==> src/rtl/mic_spi_sampler.sv <==
// -----------------------------------------------------------------------------
// mic_spi_sampler
//   Serial front end for the Pmod MIC3 (ADCS7476-style converter). A free-running
//   tick counter paces the frames. On each tick with enable high, one 16-bit
//   frame is read MSB first: 4 leading zeros followed by 12 data bits. The low
//   12 bits are presented on 'sample' together with a one-cycle 'sample_valid'
//   strobe.
//
// Ports
//   clock         in   system clock (100 MHz)
//   reset         in   asynchronous, active-high
//   enable        in   allows a new frame to start at the next tick
//   J_MIC_Pin3    in   MISO from the converter
//   J_MIC_Pin1    out  chip select, active-low
//   J_MIC_Pin4    out  serial clock, idles high
//   sample        out  last captured sample (mid-scale after reset)
//   sample_valid  out  one-cycle strobe, new value on sample
//   busy          out  high while a frame is in progress
//   frame_err     out  leading bits of the last frame were not all zero
// -----------------------------------------------------------------------------
module mic_spi_sampler #(
    parameter int SAMPLE_DIV = 5000,
    parameter int SCLK_HALF  = 25,
    parameter int FRAME_BITS = 16,
    parameter int DATA_BITS  = 12
) (
    input  logic                 clock,
    input  logic                 reset,
    input  logic                 enable,
    input  logic                 J_MIC_Pin3,
    output logic                 J_MIC_Pin1,
    output logic                 J_MIC_Pin4,
    output logic [DATA_BITS-1:0] sample,
    output logic                 sample_valid,
    output logic                 busy,
    output logic                 frame_err
);

    localparam int TW = $clog2(SAMPLE_DIV);
    localparam int HW = (SCLK_HALF > 1) ? $clog2(SCLK_HALF) : 1;
    localparam int BW = $clog2(FRAME_BITS + 1);

    localparam logic [TW-1:0]        TICK_MAX  = TW'(SAMPLE_DIV - 1);
    localparam logic [HW-1:0]        HALF_MAX  = HW'(SCLK_HALF - 1);
    localparam logic [BW-1:0]        BITS_LAST = BW'(FRAME_BITS);
    localparam logic [DATA_BITS-1:0] MID_SCALE = {1'b1, {(DATA_BITS-1){1'b0}}};

    typedef enum logic [2:0] {
        S_IDLE     = 3'd0,
        S_CS_SETUP = 3'd1,
        S_SHIFT    = 3'd2,
        S_CS_HOLD  = 3'd3,
        S_DONE     = 3'd4
    } state_t;

    state_t                r_state;
    logic [TW-1:0]         r_tick_cnt;
    logic [HW-1:0]         r_half_cnt;
    logic [BW-1:0]         r_bit_cnt;
    logic [FRAME_BITS-1:0] r_shreg;
    logic                  r_sclk;
    logic                  r_cs;
    logic [DATA_BITS-1:0]  r_sample;
    logic                  r_valid;
    logic                  r_busy;
    logic                  r_frame_err;

    state_t                w_state_nxt;
    logic [HW-1:0]         w_half_nxt;
    logic [BW-1:0]         w_bit_nxt;
    logic [FRAME_BITS-1:0] w_shreg_nxt;
    logic                  w_sclk_nxt;
    logic [DATA_BITS-1:0]  w_sample_nxt;
    logic                  w_ferr_nxt;
    logic                  w_tick;
    logic                  w_half_end;

    assign w_tick     = (r_tick_cnt == TICK_MAX);
    assign w_half_end = (r_half_cnt == HALF_MAX);

    assign J_MIC_Pin1   = r_cs;
    assign J_MIC_Pin4   = r_sclk;
    assign sample       = r_sample;
    assign sample_valid = r_valid;
    assign busy         = r_busy;
    assign frame_err    = r_frame_err;

    // Free-running sample tick counter, independent of enable.
    always_ff @(posedge clock or posedge reset) begin
        if (reset) begin
            r_tick_cnt <= {TW{1'b0}};
        end else if (w_tick) begin
            r_tick_cnt <= {TW{1'b0}};
        end else begin
            r_tick_cnt <= r_tick_cnt + TW'(1);
        end
    end

    // Frame sequencer: next state plus next values of every frame register.
    always_comb begin
        w_state_nxt  = r_state;
        w_half_nxt   = r_half_cnt;
        w_bit_nxt    = r_bit_cnt;
        w_shreg_nxt  = r_shreg;
        w_sclk_nxt   = r_sclk;
        w_sample_nxt = r_sample;
        w_ferr_nxt   = r_frame_err;
        case (r_state)
            S_IDLE: begin
                w_half_nxt = {HW{1'b0}};
                w_bit_nxt  = {BW{1'b0}};
                w_sclk_nxt = 1'b1;
                if (w_tick && enable) begin
                    w_state_nxt = S_CS_SETUP;
                end else begin
                    w_state_nxt = S_IDLE;
                end
            end
            S_CS_SETUP: begin
                if (w_half_end) begin
                    // First serial clock edge of the frame is a falling one.
                    w_half_nxt  = {HW{1'b0}};
                    w_sclk_nxt  = 1'b0;
                    w_state_nxt = S_SHIFT;
                end else begin
                    w_half_nxt = r_half_cnt + HW'(1);
                end
            end
            S_SHIFT: begin
                if (w_half_end) begin
                    w_half_nxt = {HW{1'b0}};
                    if (!r_sclk) begin
                        // Rising edge: converter data has been stable for a full low phase.
                        w_sclk_nxt  = 1'b1;
                        w_shreg_nxt = {r_shreg[FRAME_BITS-2:0], J_MIC_Pin3};
                        w_bit_nxt   = r_bit_cnt + BW'(1);
                    end else if (r_bit_cnt == BITS_LAST) begin
                        // Last high phase done: leave sclk parked high.
                        w_state_nxt = S_CS_HOLD;
                    end else begin
                        w_sclk_nxt = 1'b0;
                    end
                end else begin
                    w_half_nxt = r_half_cnt + HW'(1);
                end
            end
            S_CS_HOLD: begin
                if (w_half_end) begin
                    // Result is loaded on entry to DONE so it appears with the strobe.
                    w_half_nxt   = {HW{1'b0}};
                    w_state_nxt  = S_DONE;
                    w_sample_nxt = r_shreg[DATA_BITS-1:0];
                    w_ferr_nxt   = |r_shreg[FRAME_BITS-1:DATA_BITS];
                end else begin
                    w_half_nxt = r_half_cnt + HW'(1);
                end
            end
            S_DONE: begin
                w_state_nxt = S_IDLE;
            end
            default: begin
                w_state_nxt = S_IDLE;
                w_sclk_nxt  = 1'b1;
            end
        endcase
    end

    // Frame registers; pin/status outputs decoded from the next state so they stay registered.
    always_ff @(posedge clock or posedge reset) begin
        if (reset) begin
            r_state     <= S_IDLE;
            r_half_cnt  <= {HW{1'b0}};
            r_bit_cnt   <= {BW{1'b0}};
            r_shreg     <= {FRAME_BITS{1'b0}};
            r_sclk      <= 1'b1;
            r_cs        <= 1'b1;
            r_sample    <= MID_SCALE;
            r_valid     <= 1'b0;
            r_busy      <= 1'b0;
            r_frame_err <= 1'b0;
        end else begin
            r_state     <= w_state_nxt;
            r_half_cnt  <= w_half_nxt;
            r_bit_cnt   <= w_bit_nxt;
            r_shreg     <= w_shreg_nxt;
            r_sclk      <= w_sclk_nxt;
            r_cs        <= !((w_state_nxt == S_CS_SETUP) || (w_state_nxt == S_SHIFT));
            r_sample    <= w_sample_nxt;
            r_valid     <= (w_state_nxt == S_DONE);
            r_busy      <= (w_state_nxt != S_IDLE);
            r_frame_err <= w_ferr_nxt;
        end
    end

    mic_spi_sampler_chk u_chk (
        .i_clock (clock),
        .i_reset (reset),
        .i_tick  (w_tick),
        .i_busy  (r_busy)
    );

endmodule

// -----------------------------------------------------------------------------
// mic_spi_sampler_chk
//   Flags a sample tick that arrives while a frame is still in progress, which
//   means SAMPLE_DIV is too small for the frame length.
// Ports
//   i_clock  in  system clock
//   i_reset  in  asynchronous, active-high
//   i_tick   in  sample tick
//   i_busy   in  frame in progress
// -----------------------------------------------------------------------------
module mic_spi_sampler_chk (
    input logic i_clock,
    input logic i_reset,
    input logic i_tick,
    input logic i_busy
);

    // A tick must never land inside a frame.
    tick_not_busy_a : assert property (@(posedge i_clock) disable iff (i_reset) !(i_tick && i_busy));

endmodule

==> config.mk <==
export PLATFORM = sky130hd
export DESIGN_NAME = mic_spi_sampler
export DESIGN_NICKNAME = d
export VERILOG_FILES = /design/src/rtl/mic_spi_sampler.sv
export SDC_FILE = /design/constraint.sdc
export NUM_CORES = 1
export LEC_CHECK = 0
export CAP_MARGIN = 20
export CORE_MARGIN = 1.5
export CORE_UTILIZATION = 50
export CTS_BUF_LIST = sky130_fd_sc_hd__clkbuf_16
export DETAILED_ROUTE_END_ITERATION = 6
export DONT_BUFFER_PORTS = 1
export PLACE_DENSITY = 0.68
export SYNTH_ARGS = -nofsm -noshare
export SYNTH_HDL_FRONTEND = slang
export SYNTH_SLANG_ARGS = --single-unit
==> constraint.sdc <==
create_clock -name clock -period 2.1 [get_ports clock]
set_clock_uncertainty 0.15 [all_clocks]
set_input_delay 0.63 -clock clock [delete_from_list [all_inputs] [get_ports clock]]
set_output_delay 0.63 -clock clock [all_outputs]
set_load 0.05 [all_outputs]
# Yosys cells after proc, flatten, opt, wreduce, memory -nomap -nowiden
# Cells that the tools add are included.
[word_totals]
inputBits = 4
register_bits = 59
word_cells = 61
[op_classes]
eq_ne = 13
add_sub_neg = 3
n_bitwise = 2
mux = 18
n_reduce_logical = 14
[ops]
columns = ["op", "n"]
rows = [
  ["5-bit case mux with 2 select lines", 2],
  ["3-bit two-way mux", 5],
  ["5-bit two-way mux", 3],
  ["13-bit by 1-bit adder with 13-bit output, second input constant", 1],
  ["13-bit == test, second input constant", 1],
  ["13-bit two-way mux", 1],
  ["3-bit case mux with 4 select lines", 1],
  ["5-bit by 1-bit adder with 5-bit output, second input constant", 2],
  ["5-bit == test, second input constant", 2],
  ["3-bit by 2-bit == test with 1-bit output, second input constant", 3],
  ["3-bit AND reduction", 3],
  ["3-bit by 1-bit == test with 1-bit output, second input constant", 2],
  ["3-bit == test, second input constant", 2],
  ["2-bit != test, second input constant", 3],
  ["1-bit two-way mux", 5],
  ["2-bit nonzero test", 2],
  ["4-bit OR reduction", 1],
  ["3-bit zero test", 1],
  ["1-bit case mux with 3 select lines", 1],
  ["3-bit nonzero test", 1],
  ["3-bit OR reduction", 1],
  ["1-bit inverter", 2],
  ["2-bit AND reduction", 1],
  ["2-bit OR reduction", 1],
  ["other kinds (3)", 3],
]

# Depth between registers and ports, before layout
# Gate-level depths: netlist of the first run.
[depth]
depth_word = 8
depth_mapped = 8
mapped_depth_nobuf = 6

# Least setup slack after synthesis of the first run
# No wires, ideal clock.
[synth_timing]
path_type = "flip-flop to flip-flop"
startpoint = "reg r_half_cnt[0]"
endpoint = "reg r_shreg[10]"
n_path_buf = 1
setup_slack_ps = 71
arrival_ps = 1754
stages_incl_launch_ff = 7
cell_sequence = "dfrtp_1 inv_1 ha_1 nand4b_1 nor3_2 buf_4 mux2_2"
[synth_between]
elab_chain_cells = 2
[synth_lines]
columns = ["item", "line", "text"]
rows = [
  ["from (decl)", "58", "logic [HW-1:0] r_half_cnt;"],
  ["from (signal assigned)", "172", "r_half_cnt <= {HW{1'b0}};"],
  ["from (signal assigned)", "183", "r_half_cnt <= w_half_nxt;"],
  ["5-bit == test", "79", "assign w_half_end = (r_half_cnt == HALF_MAX);"],
  ["3-bit AND reduction (no source line)", "n/a", ""],
  ["to (signal assigned)", "174", "r_shreg <= {FRAME_BITS{1'b0}};"],
  ["to (signal assigned)", "185", "r_shreg <= w_shreg_nxt;"],
  ["to (decl)", "60", "logic [FRAME_BITS-1:0] r_shreg;"],
]
# Every way passes these cells.
# A chain may end at the register's enable or synchronous reset.

# Worst setup path in the final report of the first run
[layout_timing]
startpoint = "reg r_half_cnt[0]"
endpoint = "reg r_bit_cnt[2]"
[layout_between]
elab_chain_cells = 3
[layout_lines]
columns = ["item", "line", "text"]
rows = [
  ["5-bit == test", "79", ""],
  ["2-bit != test (no source line)", "n/a", ""],
  ["3-bit AND reduction (no source line)", "n/a", ""],
  ["to (signal assigned)", "173", "r_bit_cnt <= {BW{1'b0}};"],
  ["to (signal assigned)", "184", "r_bit_cnt <= w_bit_nxt;"],
  ["to (decl)", "59", "logic [BW-1:0] r_bit_cnt;"],
]
# Every way passes these cells.

==> impl_results.md, run 1 <==
- Area of the core: 0.00507 mm^2
- Initial Util: 51.5%
- Routability cong.: 0.795
- Grt total ovfl: 0
- Vias: 1603
- H-tree levels: 3
- Sw Ratio: 19.8%
- Placed cells: 284
- Synth-to-Final Area Change: 17.6%
- Maximum clock rate: 493 MHz
- Syn Std Cell Area: between 0.002 and 0.003 mm^2
- Synth top cells by count: 56 x dfrtp_1, 30 x mux2_2, 11 x nand2_1, 11 x nor2_1
- P_sw: 503 uW
- Number of cells produced by synthesis: 212
- Flops & latches, synth: between 50 and 60
- # port buffers: 0
- CP startpoint kind: flip-flop
- Die Wd: 75.3 um
- Post-synth EDFFs: 0
- Post-route antenna net violation count: 0
- Clk buf depth: 2
- Worst setup EP type: flip-flop
- Register-to-register setup slack: approximately 70 ps
- All-Layer GR Usage: 18.3%
- CTS tree: yes
- Worst min-delay path class: primary input to asynchronous set/reset pin
- Antenna Cells: 0
- WL/cell: 14.5 um
- WP data arrival: 2120 ps
- CTS Buf Count: 9
- Initial DRT Pass Iterations: 4
- FF-to-FF Start: r_half_cnt[0]
- Vias in the first global route: 1556
- Status: complete, no violations
- Fin Hold WS: 106 ps
- Most common cell in the netlist: dfrtp_1
- Critical path type: flip-flop to flip-flop
- Leak Pwr: 0.00147 uW
- YS warnings: 0
- DR iter-0 viols: 108
- R2R depth: 6
- Non-filler instance count after layout: 302
- PwrDens: 829 mW/mm^2
- Worst-Margin Slew: 582 ps
- Layout cells sized above 1: 27.6%
- DIE HEIGHT: 75.3 um
- Peak supply drop: 0.000606 V
- Asr flop ratio synth: 100%
- Synth area leader: dfrtp_1
- Row Count: 26
- Synth Flop Type: dfrtp_1
- Post-DP HPWL: 2790 um
- CTS root buf: clkbuf_16
- Largest net degree at the start of global routing: 60
- Initial antenna violation count: 0
- Worst flop-to-flop path endpoint: r_bit_cnt[2]
- Drc violations: 0
- Final period util: 96.7%
- Minimum clock period: between 2000 and 2500 ps
- P_int: 2040 uW
- Seq pwr share: 44.7%
- Slew margin rel.: approximately 61%
- Combinational share of power: approximately 1.0%
- Max cap viols: 0
- Routed vias/inst: 5.31
- Final Slew Violations: 0
- Clk pwr share: between 50 and 60%
- Final hold vios: 0
- Final Net Count: 236
- Critical path data required time: 2190 ps
- Synth area leaders: dfrtp_1 54%, mux2_2 13%, dfstp_2 3.0%
- Final Routed Wirelength: around 4400 um
- Die area: 0.00567 mm^2
- I/O pins: 21
- Synth top area share: 53.6%
- Sequential area share after synthesis: roughly 57%
- Clock latency on the worst-skew pair: around 320 ps
- Crit path max fanout: 5
- # clock sinks: 59
- First-pass GRT wire length: between 7000 and 8000 um
- Setup violations, final: 0
- Clock Pin Slew Worst Setup and Hold Paths: 50 ps
- Syn_nets: 221
- Avg Inst Size Synth: roughly 12 um^2
- Post-synth cell types: 43
-- worst max-delay path: stages, from the launching register on --
cell and delay [ps]:
dfrtp_1 390, inv_1 90, ha_1 160, and4b_2 310, a21boi_2 100, nor4b_1 510, mux2i_1 240
-- kinds of logic (layout without fill, tap and decap cells) --
group / after synthesis / after routing / synth area share [%]
AOI/OAI and AO/OA: 22 / 22 / 5.46
xor gates and xnor gates: 8 / 8 / 2.68
adders and majority gates: 5 / 5 / 2.39
buffers and inverters: 16 / 36 / 2.49
DFF: 59 / 59 / 56.7
muxes: 36 / 36 / 15.2
and+or+nand+nor: 66 / 66 / 15.1
-- power groups by stage --
stage               clock network [uW]  logic [uW]  registers [uW]
floorplan                            0        16.9            1160
global placement                     0        27.9            1160
detailed placement                   0        27.9            1160
CTS                               1410        28.1            1140
global route                      1460        31.0            1140
finish                            1380        25.4            1140
-- layout by cell type (no fill, tap or decap), types with 2 or more instances in the layout --
cell type,count
nand2_1,11
ha_1,5
nand2b_1,5
mux2_2,30
nor3_1,4
nand3_1,9
buf_4,9
or3_1,4
xor2_1,5
a21oi_1,2
xnor2_1,3
nor2_1,11
a21o_1,2
nand4_1,4
mux2i_1,6
o21ai_0,9
dfrtp_1,56
a22o_1,2
clkinvlp_4,3
dfstp_2,3
nor4b_1,2
clkbuf_16,9
nor4_1,4
inv_1,10
buf_12,2
-- worst max-delay path by stage --
stage                        startpoint           end  depth (start not counted)
after detailed placement  r_half_cnt[0]          busy                          6
after floorplan           r_half_cnt[0]   r_shreg[10]                          6
after CTS                 r_half_cnt[0]  r_bit_cnt[0]                          6
final                     r_half_cnt[0]  r_bit_cnt[2]                          6
after global placement    r_half_cnt[0]          busy                          6
after global routing      r_half_cnt[0]    r_shreg[3]                          6
-- repair_timing --
| action | CTS | global route |
|---|---|---|
| hold buffers | 0 | 0 |
| setup endpoints to repair | 0 | 19 |
| setup buffers | 0 | 2 |
| gates resized for setup | 0 | 2 |
-- layout make-up --
type                            count  area, um^2
Timing Repair Buffer               11         108
Clock inverter                      7        61.3
Inverter                            9        37.5
Fill cell                         438        2000
Multi-Input combinational cell    137        1070
Clock buffer                        9         225
Tap cell                           70        87.6
Sequential cell                    59        1480
-- per-layer routing --
metal	global-route usage (%)	part of all wire, %	vias up
met5	0	0	-
met4	7.14	2.0	0
met3	8.43	3.4	8
met2	25.2	46	18
met1	25.1	49	785
li1	-	-	792
-- flip-flops by register name (all words and copies together), names as in the netlist --
signal and flops:
r_shreg 16, r_tick_cnt 13, sample 12, r_bit_cnt 5, r_half_cnt 5, r_state 3
J_MIC_Pin1 1, J_MIC_Pin4 1, busy 1, frame_err 1, sample_valid 1
-- stage by stage --
step	power [uW]	setup WS (ps)	TNS [ps]	util (%)	instance area [um^2]
floorplan	1170	71.3	0	-	2620
global placement	1190	145	0	54.5	2770
detailed placement	1190	99.9	0	54.5	2770
CTS	2580	83.2	0	60.1	3050
global route	2620	-1.05	-1.05	60.5	3070
finish	2550	69.8	0	60.5	3070
Note: power is estimated with default switching activity, not from simulation.
==> run 2, diff against run 1 <==
Settings changed: SYNTH_HIERARCHICAL set to 1.
==> results of run 2 <==
No change in the layout: final DEF, timing and power equal those of run 1.
Among the figures that moved: Yosys warning count 0 -> 6
